`src/rtl/othello_pkg.sv`:
```
// othello_pkg: shared cell codes, board size, default plot geometry and the
// state encoding of the board plot scanner.
package othello_pkg;

  localparam logic [1:0] CELL_EMPTY = 2'b00;
  localparam logic [1:0] CELL_HL    = 2'b01;
  localparam logic [1:0] CELL_SIDE0 = 2'b10;
  localparam logic [1:0] CELL_SIDE1 = 2'b11;

  localparam int BOARD_DIM = 8;

  localparam int DEF_ORIGIN_X = 9;
  localparam int DEF_ORIGIN_Y = 9;
  localparam int DEF_PITCH    = 13;
  localparam int DEF_PACE     = 19999;

  typedef enum logic [2:0] {
    S_IDLE      = 3'd0,
    S_ADDR      = 3'd1,
    S_SAMPLE    = 3'd2,
    S_PACE_WAIT = 3'd3,
    S_PLOT      = 3'd4,
    S_NEXT      = 3'd5,
    S_DONE      = 3'd6
  } scan_state_t;

endpackage

```
`src/rtl/plot_pace_counter.sv`:
```
// plot_pace_counter: loadable down-counter with a zero flag. It holds at zero
// rather than wrapping, so a stray decrement can never restart a long wait.
module plot_pace_counter #(
  parameter int WIDTH = 1
) (
  input  logic             clock,
  input  logic             reset,
  input  logic             load,
  input  logic [WIDTH-1:0] load_value,
  input  logic             dec,
  output logic [WIDTH-1:0] count,
  output logic             zero
);

  // Load has priority over decrement; decrement saturates at zero.
  always_ff @(posedge clock) begin
    if (reset) begin
      count <= '0;
    end else if (load) begin
      count <= load_value;
    end else if (dec && (count != '0)) begin
      count <= count - WIDTH'(1);
    end
  end

  assign zero = (count == '0);

endmodule

```
`src/rtl/board_plot_scanner.sv`:
```
// board_plot_scanner: walks the 64 board cells in row-major order, reads each
// one through the board RAM read port and issues one paced plot request per
// cell to the VGA cell plotter. Cell pixel coordinates are kept by
// incremental addition, so no multipliers are needed.
// Optional build macro CURSOR_HL_EN adds cur_x/cur_y inputs; an empty cell
// under the cursor is then drawn with the highlight code.
module board_plot_scanner
  import othello_pkg::*;
#(
  parameter int ORIGIN_X = DEF_ORIGIN_X,
  parameter int ORIGIN_Y = DEF_ORIGIN_Y,
  parameter int PITCH    = DEF_PITCH,
  parameter int PACE     = DEF_PACE
) (
  input  logic       clock,
  input  logic       resetn,
  input  logic       en_plot,
  input  logic       board_busy,
  input  logic [1:0] q,
  input  logic       plot_ready,
`ifdef CURSOR_HL_EN
  input  logic [2:0] cur_x,
  input  logic [2:0] cur_y,
`endif
  output logic [2:0] rd_x,
  output logic [2:0] rd_y,
  output logic [7:0] x_plot,
  output logic [6:0] y_plot,
  output logic [1:0] select,
  output logic       enable,
  output logic       frame_done,
  output logic       busy
);

  localparam int         CW       = $clog2(PACE + 1);
  localparam logic [7:0] OX       = 8'(ORIGIN_X);
  localparam logic [6:0] OY       = 7'(ORIGIN_Y);
  localparam logic [7:0] STEP_X   = 8'(PITCH);
  localparam logic [6:0] STEP_Y   = 7'(PITCH);
  localparam logic [5:0] LAST_IDX = 6'(BOARD_DIM * BOARD_DIM - 1);
  localparam logic [2:0] LAST_COL = 3'(BOARD_DIM - 1);

  scan_state_t   state;
  scan_state_t   state_next;
  logic [5:0]    idx;
  logic [7:0]    cell_px;
  logic [6:0]    cell_py;
  logic [1:0]    sample_select;
  logic          pace_load;
  logic          pace_dec;
  logic          pace_zero;
  logic [CW-1:0] pace_count;

  plot_pace_counter #(
    .WIDTH(CW)
  ) u_pace (
    .clock      (clock),
    .reset      (resetn),
    .load       (pace_load),
    .load_value (CW'(PACE)),
    .dec        (pace_dec),
    .count      (pace_count),
    .zero       (pace_zero)
  );

  assign rd_x = idx[2:0];
  assign rd_y = idx[5:3];

  // Cell code captured in SAMPLE: q as-is, or the highlight code for an empty
  // cell under the cursor when the cursor feature is built in.
  always_comb begin
    sample_select = q;
`ifdef CURSOR_HL_EN
    if ((rd_x == cur_x) && (rd_y == cur_y) && (q[1] == 1'b0)) begin
      sample_select = CELL_HL;
    end
`endif
  end

  // Next-state logic and pace counter control. The pace wait leaves on the
  // cycle the counter reaches zero, giving exactly PACE wait cycles per cell.
  always_comb begin
    state_next = state;
    pace_load  = 1'b0;
    pace_dec   = 1'b0;
    case (state)
      S_IDLE: begin
        if (en_plot) state_next = S_ADDR;
      end
      S_ADDR: begin
        if (!board_busy) state_next = S_SAMPLE;
      end
      S_SAMPLE: begin
        pace_load  = 1'b1;
        state_next = S_PACE_WAIT;
      end
      S_PACE_WAIT: begin
        pace_dec = 1'b1;
        if (pace_zero || (pace_count == CW'(1))) state_next = S_PLOT;
      end
      S_PLOT: begin
        if (plot_ready) state_next = S_NEXT;
      end
      S_NEXT: begin
        if (idx == LAST_IDX) state_next = S_DONE;
        else if (en_plot)    state_next = S_ADDR;
        else                 state_next = S_IDLE;
      end
      S_DONE: begin
        state_next = en_plot ? S_ADDR : S_IDLE;
      end
      default: state_next = S_IDLE;
    endcase
  end

  // State register.
  always_ff @(posedge clock) begin
    if (resetn) state <= S_IDLE;
    else        state <= state_next;
  end

  // Registered outputs, cell index and incremental pixel coordinates.
  always_ff @(posedge clock) begin
    if (resetn) begin
      idx        <= '0;
      cell_px    <= OX;
      cell_py    <= OY;
      x_plot     <= OX;
      y_plot     <= OY;
      select     <= CELL_EMPTY;
      enable     <= 1'b0;
      frame_done <= 1'b0;
      busy       <= 1'b0;
    end else begin
      enable     <= (state == S_PLOT) && plot_ready;
      frame_done <= (state == S_NEXT) && (idx == LAST_IDX);
      busy       <= (state_next != S_IDLE);
      case (state)
        S_SAMPLE: begin
          select <= sample_select;
          x_plot <= cell_px;
          y_plot <= cell_py;
        end
        S_NEXT: begin
          if (idx != LAST_IDX) begin
            if (en_plot) begin
              idx <= idx + 6'd1;
              if (idx[2:0] == LAST_COL) begin
                cell_px <= OX;
                cell_py <= cell_py + STEP_Y;
              end else begin
                cell_px <= cell_px + STEP_X;
              end
            end else begin
              idx     <= '0;
              cell_px <= OX;
              cell_py <= OY;
            end
          end
        end
        S_DONE: begin
          idx     <= '0;
          cell_px <= OX;
          cell_py <= OY;
        end
        default: ;
      endcase
    end
  end

endmodule

```
`config.mk`:
```
export PLATFORM = sky130hd
export DESIGN_NAME = board_plot_scanner
export DESIGN_NICKNAME = d
export VERILOG_FILES = /design/src/rtl/othello_pkg.sv /design/src/rtl/plot_pace_counter.sv /design/src/rtl/board_plot_scanner.sv
export SDC_FILE = /design/constraint.sdc
export NUM_CORES = 1
export LEC_CHECK = 0
export ABC_AREA = 1
export CAP_MARGIN = 10
export CORE_MARGIN = 1.5
export CORE_UTILIZATION = 60
export CTS_CLUSTER_DIAMETER = 30
export DETAILED_ROUTE_END_ITERATION = 7
export HOLD_SLACK_MARGIN = 0.03
export PLACE_DENSITY_LB_ADDON = 0.05
export SLEW_MARGIN = 0
export SYNTH_ARGS = -nofsm -noshare
export SYNTH_HDL_FRONTEND = slang
export SYNTH_SLANG_ARGS = --single-unit
```
`constraint.sdc`:
```
create_clock -name clock -period 4.4 [get_ports clock]
set_input_delay 1.1 -clock clock [delete_from_list [all_inputs] [get_ports clock]]
set_output_delay 1.1 -clock clock [all_outputs]
set_load 0.03 [all_outputs]
```
==> results of run 1 <==
==> kinds of logic after synthesis <==
| family | Yosys count | share of synthesized area |
|---|---|---|
| adder cells (fa/ha/maj) | 6 | 0.0255 |
| XOR/XNOR | 8 | 0.0238 |
| AND/OR/NAND/NOR | 199 | 0.326 |
| buffers and inverters | 63 | 0.0914 |
| AO/OA/AOI/OAI | 69 | 0.133 |
| flip-flops | 59 | 0.401 |
==> area by class of cell <==
class / instances / area [µm²] / area share
clock buffers: 11 / 141 / 0.0401
clock inverters: 5 / 100 / 0.0284
inverters: 53 / 208 / 0.0589
multi-input cells: 282 / 1490 / 0.423
flip-flops and latches: 59 / 1180 / 0.335
well taps: 67 / 83.8 / 0.0238
repair buffers: 32 / 320 / 0.0908
==> critical path, delay by kind of cell <==
family	cells	cell delay, ns
simple gates	1	0.25
compound gates	1	0.30
buf+inv	2	1.53
==> worst max-delay path by stage <==
stage               startpoint                             to  slack (ns)
detailed placement      resetn            idx[5]$_SDFFE_PP0P_        1.14
CTS                     resetn            idx[5]$_SDFFE_PP0P_        1.48
global placement        resetn            idx[5]$_SDFFE_PP0P_        1.20
global route            resetn            idx[5]$_SDFFE_PP0P_        1.28
floorplan               resetn  u_pace.count[12]$_SDFFE_PP0P_        2.62
finish                  resetn            idx[5]$_SDFFE_PP0P_        1.46
==> routing by layer <==
layer | track usage | vias up | part of all wire
met5 | 0 | - | 0
met4 | 0.0964 | 0 | 0.016
met3 | 0.0580 | 9 | 0.027
met2 | 0.460 | 42 | 0.50
met1 | 0.313 | 1277 | 0.46
li1 | - | 1366 | -
==> per-stage QoR <==
stage	area, µm²	hold slack, ns	setup WS (ns)
final	3530	0.454	1.46
after global routing	3530	0.498	1.28
after CTS	3530	0.458	1.48
after detailed placement	3290	0.447	1.14
after global placement	3290	0.441	1.20
after floorplan	2940	0.425	2.62
==> placed cells by master, fill, tap and decap left out, drive strengths merged <==
cell and n:
nor2 70, and3 2, a21boi 1, inv 52, clkdlybuf4s50 32, and2 1, nand3 29, dfxtp 59
xor2 4, nand3b 1, or2 1, ha 6, a21oi 27, nor3b 1, o211ai 6, nand4 6
o21ai 32, xnor2 4, clkinv 3, nor3 7, o21bai 1, bufinv 3, clkbuf 11, nand2 81
a31oi 2
==> power by group through the flow <==
stage	registers [µW]	logic, µW	clock network (µW)
2_1_floorplan	639	196	0
3_5_place_dp	607	313	0
6_report	596	317	604
4_1_cts	596	317	605
5_1_grt	600	352	632
3_3_place_gp	606	305	0
==> registers in the layout, indices dropped and copies added, names as in the netlist, 2 cells and up <==
name and flops:
cell_px 8, cell_py 7, idx 6, select 2
state 3, u_pace.count 15, x_plot 8, y_plot 7
==> out/qor_table.md, run 1 <==
| Stage | Parameter | This run |
|:---|:---|:---|
| outcome | Outcome | finished clean |
| worst hold path | Hold Startpoint | cell_py[3]$_SDFFE_PP1P_ |
| power and ir drop | Static Leak | 0.00155 µW |
| worst hold path | End point of the worst hold path | cell_py[3]$_SDFFE_PP1P_ |
| sta | Part of the cycle the worst path needs | 0.669 |
| sta | Post-layout min period | 2.94 ns |
| logic synthesis | Synthesized area per cell | 7.29 µm² |
| place | Placed Cells | 493 |
| sta | Final hold vios | 0 |
| power and ir drop | Switching power share of the total | 0.294 |
| setup path | Depth of the most critical reg-to-reg path | 8 |
| drt | Number of vias per cell after detailed routing | 5.29 |
| layout | Nets@finish | 450 |
| sta | Max-slew headroom | 0.328 |
| logic synthesis | Top cells by count, synth | 74 x sky130_fd_sc_hd__nand2_1, 66 x sky130_fd_sc_hd__nor2_1, 59 x sky130_fd_sc_hd__dfxtp_1 |
| die | Starting density of the core | 0.623 |
| setup path | Maximum single-stage delay on the critical path | 0.86 ns |
| setup path | CP startpoint kind | primary input |
| clocking | Hold-fix buffer count after cts | 0 |
| layout | Final cell count without fillers | 509 |
| drt | Total number of vias | 2694 |
| logic synthesis | Number of enable-type register cells in the synthesized netlist | 0 |
| logic synthesis | Synthesis Warnings | 0 |
| setup path | Slowest stage cell, crit path | sky130_fd_sc_hd__inv_1 |
| clocking | H-tree level count | 3 |
| die | Number of placed I/O pins | 33 |
| place | Total half-perimeter wirelength after legalization and detailed placement | 4310 µm |
| drt | First-pass DRT Iterations | 4 |
| setup path | Critical register-to-register path endpoint | busy$_SDFF_PP0_ |
| sta | Final setup fails | 0 |
| layout | Layout filler cell count | 373 |
| layout | Share of post-route cells with drive strength above 1 | 0.104 |
| logic synthesis | Cells taking the most area after synthesis | sky130_fd_sc_hd__dfxtp_1 40%, sky130_fd_sc_hd__nand2_1 9.4%, sky130_fd_sc_hd__nor2_1 8.4%, sky130_fd_sc_hd__inv_1 6.0%, sky130_fd_sc_hd__o21ai_0 4.6% |
| grt | Largest net degree at the start of global routing | 34 |
| place | Total of buffers placed on input and output ports | 32 |
| power and ir drop | Combinational fraction of design power | 0.209 |
| grt | All-layer global routing usage | 0.262 |
| clocking | Sinks on Clock Net | 59 |
| logic synthesis | Synthesized Nets | 417 |
| drt | Iteration-0 DRC count of the detailed router | 196 |
| grt | Global-route wire length before repair | 10900 µm |
| logic synthesis | Dominant register cell in the synthesized netlist | sky130_fd_sc_hd__dfxtp_1 |
| setup path | Critical path fanouts, max | 33 |
| grt | Number of global-route vias before repair | 2467 |
| grt | Initial antenna violation count | 0 |
| power and ir drop | P_sw | 447 µW |
| die | Floorplan die height | 73.1 µm |
| sta | Setup repair after global routing missed its margin | no |
| setup path | Flop2flop setup slack | 2.27 ns |
| drt | Residual DRC | 0 |
| layout | Utilization after layout | 0.747 |
| logic synthesis | Cell type with the largest total area after synthesis | sky130_fd_sc_hd__dfxtp_1 |
| die | Horizontal extent of the die | 73.1 µm |
| sta | Clock Skew | 0.00525 ns |
| clocking | Clock tree from TritonCTS | done |
| logic synthesis | Seq/Total Area, Yosys | 0.401 |
| clocking | Post-CTS Setup Repair Bufs | 0 |
| sta | Transition at the pin with the smallest max-transition slack | 1.01 ns |
| clocking | CTS Buf Count | 9 |
| logic synthesis | Post-synthesis cell count | 404 |
| grt | Gr ovfl total | 0 |
| drt | Remaining antenna violation count after routing | 0 |
| setup path | Req. time, crit path | 4.66 ns |
| worst hold path | Classification of the worst-slack hold path | flip-flop to flip-flop |
| logic synthesis | Library cell with the highest instance count after synthesis | sky130_fd_sc_hd__nand2_1 |
| setup path | Worst Setup Path Type | primary input to flip-flop |
| die | Total core area | 0.00472 mm² |
| setup path | Cell chain of the critical path | clkdlybuf4s50_1 > inv_1 > o21ai_1 > nor3b_1 |
| run | Max Cap Violations | 0 |
| worst hold path | Cell depth of the worst hold path | 2 |
| logic synthesis | Unique masters post-synth | 40 |
| logic synthesis | Synth async-reset ratio | 0 |
| die | Placement Rows | 25 |
| die | Die ar. | 0.00534 mm² |
| power and ir drop | Internal power of the cells | 1070 µW |
| power and ir drop | Ratio of total power to cell area | 430 mW/mm² |
| sta | Slew Limit Fails | 0 |
| logic synthesis | Total of flip-flops plus latches after synthesis | 59 |
| layout | Synthesis-to-layout area growth | 19.8% |
| setup path | Critical Path AT | 3.20 ns |
| logic synthesis | Netlist area before placement | 0.00294 mm² |
| drt | Aggregate routed wire length | 6470 µm |
| setup path | Critical path capture point type | flip-flop |
| place | Final RePlAce weighted congestion | 0.847 |
| clocking | Deepest clock path buffer count | 2 |
| setup path | Reg-to-Reg Start | state[1]$_SDFF_PP0_ |
| clocking | Clock latency on the worst-skew pair | 0.34 ns |
| clocking | Gates resized, CTS repair | 0 |
| logic synthesis | Top cell type's share of synthesized area | 0.401 |
| power and ir drop | Total power draw | 1520 µW |
| sta | Highest attainable clock frequency | 340 MHz |
| layout | Inserted Diodes | 0 |
| clocking | Clock root cell | sky130_fd_sc_hd__clkbuf_8 |
| sta | Fin Setup TNS | 0 ns |
| power and ir drop | Sequential share of power | 0.393 |
| drt | Post-detailed-route wirelength per cell | 12.7 µm |
| power and ir drop | Clock group share of total power | 0.398 |
| power and ir drop | IR drop worst, VDD | 0.274 mV |
| clocking | Clock transition at the register clock pins on the worst setup and hold paths after CTS | 0.07 ns |
Power figures use the tool's default switching activity.
==> run 2: changes to the inputs <==
--- a/config.mk
+++ b/config.mk
@@ -8,7 +8,7 @@
 export ABC_AREA = 1
 export CAP_MARGIN = 10
 export CORE_MARGIN = 1.5
-export CORE_UTILIZATION = 60
+export CORE_UTILIZATION = 56
 export CTS_CLUSTER_DIAMETER = 30
 export DETAILED_ROUTE_END_ITERATION = 7
 export HOLD_SLACK_MARGIN = 0.03
==> constraint.sdc (replaced) <==
create_clock -name clock -period 2.96 [get_ports clock]
set_input_delay 0.74 -clock clock [delete_from_list [all_inputs] [get_ports clock]]
set_output_delay 0.74 -clock clock [all_outputs]
set_load 0.03 [all_outputs]
==> run 2 against run 1 <==
Compared with the run above: via count decreased by 2.0%; clock power grew 2%; sequential share of layout area rose by 0.52 points.
==> out/qor_table.md, run 2 (synthesized netlist as in run 1, its figures left out) <==
| Stage | Parameter | This run | Change |
|:---|:---|:---|:---|
| power and ir drop | Total power draw | 1970 µW | was 1520 µW |
| sta | Slew Limit Fails | 0 | unchanged |
| layout | Most frequent standard cell in the layout excluding fill and tap cells | sky130_fd_sc_hd__nand2_1 | unchanged |
| layout | Leading cell types in the layout, fill and taps excluded | 74 x sky130_fd_sc_hd__nand2_1, 66 x sky130_fd_sc_hd__nor2_1, 59 x sky130_fd_sc_hd__dfxtp_1, 47 x sky130_fd_sc_hd__inv_1, 32 x sky130_fd_sc_hd__clkdlybuf4s50_1 | unchanged |
| clocking | Sinks on Clock Net | 59 | unchanged |
| die | Placement Rows | 26 | was 25 |
| sta | Transition at the pin with the smallest max-transition slack | 0.557 ns | was 1.01 ns |
| clocking | Clock latency on the worst-skew pair | 0.34 ns | about the same |
| clocking | H-tree level count | 3 | unchanged |
| setup path | CP startpoint kind | flip-flop | was primary input |
| setup path | Critical path fanouts, max | 4 | was 33 |
| drt | Iteration-0 DRC count of the detailed router | 113 | was 196 |
| clocking | Clock transition at the register clock pins on the worst setup and hold paths after CTS | 0.06 ns | was 0.07 ns |
| grt | All-layer global routing usage | 0.234 | was 0.262 |
| grt | Number of global-route vias before repair | 2321 | was 2467 |
| clocking | Clock tree from TritonCTS | done | unchanged |
| worst hold path | Cell depth of the worst hold path | 2 | unchanged |
| sta | Max-slew headroom | 0.628 | was 0.328 |
| grt | Global-route wire length before repair | 10000 µm | was 10900 µm |
| clocking | Gates resized, CTS repair | 0 | unchanged |
| drt | Aggregate routed wire length | 6150 µm | was 6470 µm |
| sta | Worst hold slack after final layout | 0.480 ns | was 0.454 ns |
| sta | Fin Setup TNS | 0 ns | unchanged |
| setup path | Flop2flop setup slack | 1.11 ns | was 2.27 ns |
| sta | Final setup fails | 0 | unchanged |
| place | Total half-perimeter wirelength after legalization and detailed placement | 4280 µm | was 4310 µm |
| sta | Highest attainable clock frequency | 453 MHz |  |
| layout | Share of post-route cells with drive strength above 1 | 0.108 | was 0.104 |
| setup path | Reg-to-Reg Start | u_pace.count[0]$_SDFFE_PP0P_ | was state[1]$_SDFF_PP0_ |
| setup path | Worst Setup Path Type | flip-flop to primary output | was primary input to flip-flop |
| die | Number of placed I/O pins | 33 | unchanged |
| sta | Setup repair after global routing missed its margin | no | unchanged |
| layout | Area of the multi-input gates | 0.00149 mm² | unchanged |
| drt | Residual DRC | 0 | unchanged |
| setup path | Critical register-to-register path endpoint | u_pace.count[4]$_SDFFE_PP0P_ | was busy$_SDFF_PP0_ |
| sta | Post-layout min period | 2.21 ns |  |
| grt | Initial antenna violation count | 0 | unchanged |
| place | Final RePlAce weighted congestion | 0.854 | was 0.847 |
| run | Max Cap Violations | 0 | unchanged |
| worst hold path | End point of the worst hold path | y_plot[3]$_SDFFE_PP1P_ | was cell_py[3]$_SDFFE_PP1P_ |
| power and ir drop | Static Leak | 0.00152 µW | was 0.00155 µW |
| grt | Gr ovfl total | 0 | unchanged |
| sta | Part of the cycle the worst path needs | 0.745 |  |
| clocking | CTS Buf Count | 9 | unchanged |
| layout | Nets@finish | 453 | was 450 |
| place | Placed inst area | 0.00331 mm² | was 0.00329 mm² |
| layout | Synthesis-to-layout area growth | 18.0% | was 19.8% |
| layout | Layout filler cell count | 470 | was 373 |
| drt | First-pass DRT Iterations | 4 | unchanged |
| sta | Final hold vios | 0 | unchanged |
| die | Starting density of the core | 0.580 | was 0.623 |
| setup path | Crit path buffers/inverters | 1 | was 2 |
| layout | Register with the most flip-flops | u_pace.count | unchanged |
| outcome | Outcome | finished clean | unchanged |
| sta | Clock Skew | 0.00661 ns | was 0.00525 ns |
| clocking | Post-CTS Setup Repair Bufs | 0 | unchanged |
| setup path | Depth of the most critical reg-to-reg path | 9 | was 8 |
| power and ir drop | IR drop worst, VDD | 0.328 mV | was 0.274 mV |
| layout | Final Instance Area | 0.00347 mm² | was 0.00353 mm² |
| die | Horizontal extent of the die | 75.5 µm | was 73.1 µm |
| setup path | Top cell family by delay on the critical path | buffers and inverters | unchanged |
| drt | Number of vias per cell after detailed routing | 5.13 | was 5.29 |
| setup path | Cell chain of the critical path | clkdlybuf4s50_1 | was clkdlybuf4s50_1 > inv_1 > o21ai_1 > nor3b_1 |
| worst hold path | Hold Startpoint | y_plot[3]$_SDFFE_PP1P_ | was cell_py[3]$_SDFFE_PP1P_ |
| setup path | Maximum single-stage delay on the critical path | 0.71 ns | was 0.86 ns |
| layout | Inserted Diodes | 0 | unchanged |
| grt | Largest net degree at the start of global routing | 34 | unchanged |
| drt | Total number of vias | 2640 | was 2694 |
| setup path | Req. time, crit path | 2.22 ns | was 4.66 ns |
| clocking | Hold-fix buffer count after cts | 0 | unchanged |
| drt | Remaining antenna violation count after routing | 0 | unchanged |
| die | Floorplan die height | 75.5 µm | was 73.1 µm |
| place | Total of buffers placed on input and output ports | 32 | unchanged |
| setup path | Critical path capture point type | primary output | was flip-flop |
| layout | Registers with the highest flip-flop counts | u_pace.count x15, cell_px x8, x_plot x8 | unchanged |
| layout | Flip-flop count of the largest register, all copies and words added | 15 | unchanged |
| worst hold path | Classification of the worst-slack hold path | flip-flop to flip-flop | unchanged |
| power and ir drop | Ratio of total power to cell area | 568 mW/mm² | was 430 mW/mm² |
| setup path | Critical Path AT | 1.47 ns | was 3.20 ns |
| clocking | Deepest clock path buffer count | 2 | unchanged |
| die | Total core area | 0.00507 mm² | was 0.00472 mm² |
| setup path | Slowest stage cell, crit path | sky130_fd_sc_hd__clkdlybuf4s50_1 | was sky130_fd_sc_hd__inv_1 |
| clocking | Clock root cell | sky130_fd_sc_hd__clkbuf_8 | unchanged |
| drt | Post-detailed-route wirelength per cell | 11.9 µm | was 12.7 µm |
| die | Die ar. | 0.00570 mm² | was 0.00534 mm² |
| layout | Sequential Area | 0.00118 mm² | unchanged |
-- run 2: cell types whose count changed in the layout (fill, tap and decap cells not counted), sizes merged --
cell and change:
buf +3, clkinvlp +2, clkinv +1, bufinv -3
-- run 2: layer usage --
metal  vias to the layer above  global-route usage  share of wire
li1                       1374                   -              -
met1                      1200               0.278           0.47
met2                        55               0.397           0.47
met3                        11              0.0661          0.042
met4                         0               0.101          0.021
met5                         -                   0              0
-- run 2: power breakdown --
group          switching (µW)  total (µW)  leakage, µW  internal, µW
Sequential               41.1         885     0.000478           844
Combinational             296         467     0.000966           171
Clock                     320         619    0.0000791           299
-- run 2: cell type report --
cell class	instances	share of cell area
clock buffers	11	0.0378
inverters	53	0.0598
multi-input cells	282	0.430
flip-flops and latches	59	0.340
repair buffers	35	0.0987
well taps	70	0.0252
clock inverters	5	0.00864
-- run 2: worst max path at each step --
stage | from | end | slack [ns] | cells after the start
after CTS | idx[5]$_SDFFE_PP0P_ | rd_y[2] | 0.74 | 1
after global placement | resetn | u_pace.count[5]$_SDFFE_PP0P_ | 0.79 | 5
final | idx[5]$_SDFFE_PP0P_ | rd_y[2] | 0.75 | 1
after global routing | idx[5]$_SDFFE_PP0P_ | rd_y[2] | 0.72 | 1
after floorplan | idx[0]$_SDFFE_PP0P_ | idx[3]$_SDFFE_PP0P_ | 1.20 | 8
after detailed placement | resetn | u_pace.count[5]$_SDFFE_PP0P_ | 0.76 | 5
-- run 2: metrics by stage --
step,std cells,setup WS (ns),util
after floorplan,404,1.20,-
after global placement,499,0.790,0.653
after detailed placement,499,0.762,0.653
after CTS,515,0.743,0.685
after global routing,515,0.718,0.685
final,515,0.754,0.685
==> run 3: changes to the inputs <==
--- a/config.mk
+++ b/config.mk
@@ -8,7 +8,7 @@
 export ABC_AREA = 1
 export CAP_MARGIN = 10
 export CORE_MARGIN = 1.5
-export CORE_UTILIZATION = 56
+export CORE_UTILIZATION = 50
 export CTS_CLUSTER_DIAMETER = 30
 export DETAILED_ROUTE_END_ITERATION = 7
 export HOLD_SLACK_MARGIN = 0.03
==> constraint.sdc (replaced) <==
create_clock -name clock -period 1.9 [get_ports clock]
set_input_delay 0.475 -clock clock [delete_from_list [all_inputs] [get_ports clock]]
set_output_delay 0.475 -clock clock [all_outputs]
set_load 0.03 [all_outputs]
==> run 3 against run 2 <==
Compared with the run above: sequential share of layout area shrank 1.1 points; worst hold slack got worse by 0.0018 ns; largest cell class unchanged; sequential power up 56%; wire length is 4.0% higher; power up 68%.
==> out/qor_table.md, run 3 (synthesized netlist as in run 1, its figures left out) <==
| Stage | Parameter | This run | Change |
|:---|:---|:---|:---|
| sta | Clock Skew | 0.0102 ns | was 0.00661 ns |
| drt | Iteration-0 DRC count of the detailed router | 112 | was 113 |
| die | Floorplan die height | 79.7 µm | was 75.5 µm |
| setup path | Slowest stage cell, crit path | sky130_fd_sc_hd__clkdlybuf4s50_1 | unchanged |
| sta | Final setup fails | 0 | unchanged |
| power and ir drop | Static Leak | 0.00162 µW | was 0.00152 µW |
| sta | Fin Setup TNS | 0 ns | unchanged |
| setup path | Crit path buffers/inverters | 1 | unchanged |
| die | Horizontal extent of the die | 79.7 µm | was 75.5 µm |
| drt | Total number of vias | 2664 | was 2640 |
| place | Total half-perimeter wirelength after legalization and detailed placement | 4610 µm | was 4280 µm |
| setup path | Top cell family by delay on the critical path | buffers and inverters | unchanged |
| power and ir drop | IR drop worst, VDD | 0.544 mV | was 0.328 mV |
| setup path | Req. time, crit path | 1.42 ns | was 2.22 ns |
| sta | Highest attainable clock frequency | 546 MHz |  |
| setup path | Maximum single-stage delay on the critical path | 0.68 ns | was 0.71 ns |
| layout | Utilization after layout | 0.641 | was 0.685 |
| sta | Part of the cycle the worst path needs | 0.965 |  |
| layout | Leading cell types in the layout, fill and taps excluded | 73 x sky130_fd_sc_hd__nand2_1, 66 x sky130_fd_sc_hd__nor2_1, 59 x sky130_fd_sc_hd__dfxtp_1, 47 x sky130_fd_sc_hd__inv_1, 28 x sky130_fd_sc_hd__clkdlybuf4s50_1 | was 74 x sky130_fd_sc_hd__nand2_1, 66 x sky130_fd_sc_hd__nor2_1, 59 x sky130_fd_sc_hd__dfxtp_1, 47 x sky130_fd_sc_hd__inv_1, 32 x sky130_fd_sc_hd__clkdlybuf4s50_1 |
| layout | Registers with the highest flip-flop counts | u_pace.count x15, cell_px x8, x_plot x8 | unchanged |
| die | Die ar. | 0.00636 mm² | was 0.00570 mm² |
| grt | Number of global-route vias before repair | 2514 | was 2321 |
| layout | Flip-flop count of the largest register, all copies and words added | 15 | unchanged |
| clocking | CTS Buf Count | 9 | unchanged |
| drt | Remaining antenna violation count after routing | 0 | unchanged |
| grt | Initial antenna violation count | 0 | unchanged |
| setup path | Worst Setup Path Type | flip-flop to primary output | unchanged |
| clocking | Clock tree from TritonCTS | done | unchanged |
| setup path | CP startpoint kind | flip-flop | unchanged |
| worst hold path | Classification of the worst-slack hold path | flip-flop to flip-flop | unchanged |
| clocking | Deepest clock path buffer count | 2 | unchanged |
| layout | Share of post-route cells with drive strength above 1 | 0.132 | was 0.108 |
| setup path | Depth of the most critical reg-to-reg path | 8 | was 9 |
| worst hold path | Cell depth of the worst hold path | 2 | unchanged |
| setup path | Critical path fanouts, max | 3 | was 4 |
| clocking | Clock root cell | sky130_fd_sc_hd__clkbuf_8 | unchanged |
| setup path | Critical Path AT | 1.36 ns | was 1.47 ns |
| drt | Residual DRC | 0 | unchanged |
| grt | Gr ovfl total | 0 | unchanged |
| power and ir drop | Clock group share of total power | 0.356 | was 0.314 |
| setup path | Critical path capture point type | primary output | unchanged |
| power and ir drop | Switching power share of the total | 0.311 | was 0.334 |
| clocking | Sinks on Clock Net | 59 | unchanged |
| sta | Max-slew headroom | 0.729 | was 0.628 |
| clocking | H-tree level count | 3 | unchanged |
| grt | Largest net degree at the start of global routing | 25 | was 34 |
| power and ir drop | Ratio of total power to cell area | 922 mW/mm² | was 568 mW/mm² |
| sta | Setup repair after global routing missed its margin | no | unchanged |
| die | Placement Rows | 27 | was 26 |
| sta | Slew Limit Fails | 0 | unchanged |
| drt | Aggregate routed wire length | 6400 µm | was 6150 µm |
| run | Max Cap Violations | 0 | unchanged |
| sta | Final hold vios | 0 | unchanged |
| drt | First-pass DRT Iterations | 4 | unchanged |
| setup path | Flop2flop setup slack | 0.20 ns | was 1.11 ns |
| layout | Most frequent standard cell in the layout excluding fill and tap cells | sky130_fd_sc_hd__nand2_1 | unchanged |
| drt | Number of vias per cell after detailed routing | 5.06 | was 5.13 |
| clocking | Clock transition at the register clock pins on the worst setup and hold paths after CTS | 0.08 ns | was 0.06 ns |
| power and ir drop | Total power draw | 3310 µW | was 1970 µW |
| power and ir drop | P_sw | 1030 µW | was 658 µW |
| sta | Transition at the pin with the smallest max-transition slack | 0.404 ns | was 0.557 ns |
| sta | Worst hold slack after final layout | 0.478 ns | was 0.480 ns |
| clocking | Clock latency on the worst-skew pair | 0.34 ns | about the same |
| setup path | Critical path depth | 1 | unchanged |
| power and ir drop | Sequential share of power | 0.416 | was 0.449 |
| grt | Global-route wire length before repair | 11100 µm | was 10000 µm |
| layout | Nets@finish | 463 | was 453 |
| sta | Post-layout min period | 1.83 ns |  |
| power and ir drop | Combinational fraction of design power | 0.228 | was 0.237 |
| die | Total core area | 0.00561 mm² | was 0.00507 mm² |
| outcome | Outcome | finished clean | unchanged |
| place | Placed inst area | 0.00339 mm² | was 0.00331 mm² |
| setup path | Cell chain of the critical path | clkdlybuf4s50_1 | unchanged |
| layout | Synthesis-to-layout area growth | 22.0% | was 18.0% |
| die | Starting density of the core | 0.525 | was 0.580 |
| place | Final RePlAce weighted congestion | 0.856 | was 0.854 |
| die | Number of placed I/O pins | 33 | unchanged |
| grt | All-layer global routing usage | 0.223 | was 0.234 |
| layout | Register with the most flip-flops | u_pace.count | unchanged |
| layout | Final Instance Area | 0.00359 mm² | was 0.00347 mm² |
| drt | Post-detailed-route wirelength per cell | 12.1 µm | was 11.9 µm |
| power and ir drop | Internal power of the cells | 2280 µW | was 1310 µW |
| layout | Inserted Diodes | 0 | unchanged |
| place | Total of buffers placed on input and output ports | 32 | unchanged |
[run 3: changes by cell type in the layout (fill, tap and decap cells not counted), moves of 2 or more]
cell                              change
sky130_fd_sc_hd__clkinvlp_4           -2
sky130_fd_sc_hd__clkdlybuf4s50_1      -4
sky130_fd_sc_hd__clkbuf_8             +2
sky130_fd_sc_hd__buf_4               +10
sky130_fd_sc_hd__dlygate4sd2_1        +4
[run 3: power by group through the flow]
stage | clock, µW | combinational, µW | sequential (µW)
final | 1180 | 757 | 1380
after floorplan | 0 | 454 | 1480
after global placement | 0 | 746 | 1400
after CTS | 1190 | 758 | 1380
after global routing | 1240 | 854 | 1390
after detailed placement | 0 | 755 | 1410
[run 3: path summary, 6_finish.rpt]
| path | endpoint | start |
|---|---|---|
| worst min register to register | y_plot[3]$_SDFFE_PP1P_ | y_plot[3]$_SDFFE_PP1P_ |
| worst max-delay path | rd_y[1] | idx[4]$_SDFFE_PP0P_ |
| worst min-delay path | y_plot[3]$_SDFFE_PP1P_ | y_plot[3]$_SDFFE_PP1P_ |
| worst max register to register | idx[5]$_SDFFE_PP0P_ | idx[0]$_SDFFE_PP0P_ |
[run 3: final cells by class]
type / instances / area (µm²)
Timing Repair Buffer: 45 / 413
Tap cell: 72 / 90.1
Sequential cell: 59 / 1180
Inverter: 53 / 208
Multi-Input combinational cell: 282 / 1500
Clock buffer: 12 / 155
Clock inverter: 4 / 48.8
Fill cell: 524 / 2020
[run 3: what timing repair did]
item | CTS | global route
gates resized for setup | 4 | 1
setup endpoints to repair | 4 | 5
pin swaps | 0 | 0
setup buffers | 0 | 0
endpoints found under the hold margin | 0 | 0
hold buffers | 0 | 0
cloned | 0 | 0
[run 3: through the flow]
step,cells,worst slack [ns]
finish,527,0.0671
global route,527,0.000941
CTS,527,0.0461
detailed placement,511,0.113
global placement,511,0.136
floorplan,404,0.137
[run 3: routing by layer]
layer / vias up / share of wire / GRT usage
li1: 1392 / - / -
met1: 1221 / 0.47 / 0.274
met2: 41 / 0.48 / 0.369
met3: 10 / 0.027 / 0.0434
met4: 0 / 0.022 / 0.117
met5: - / 0 / 0
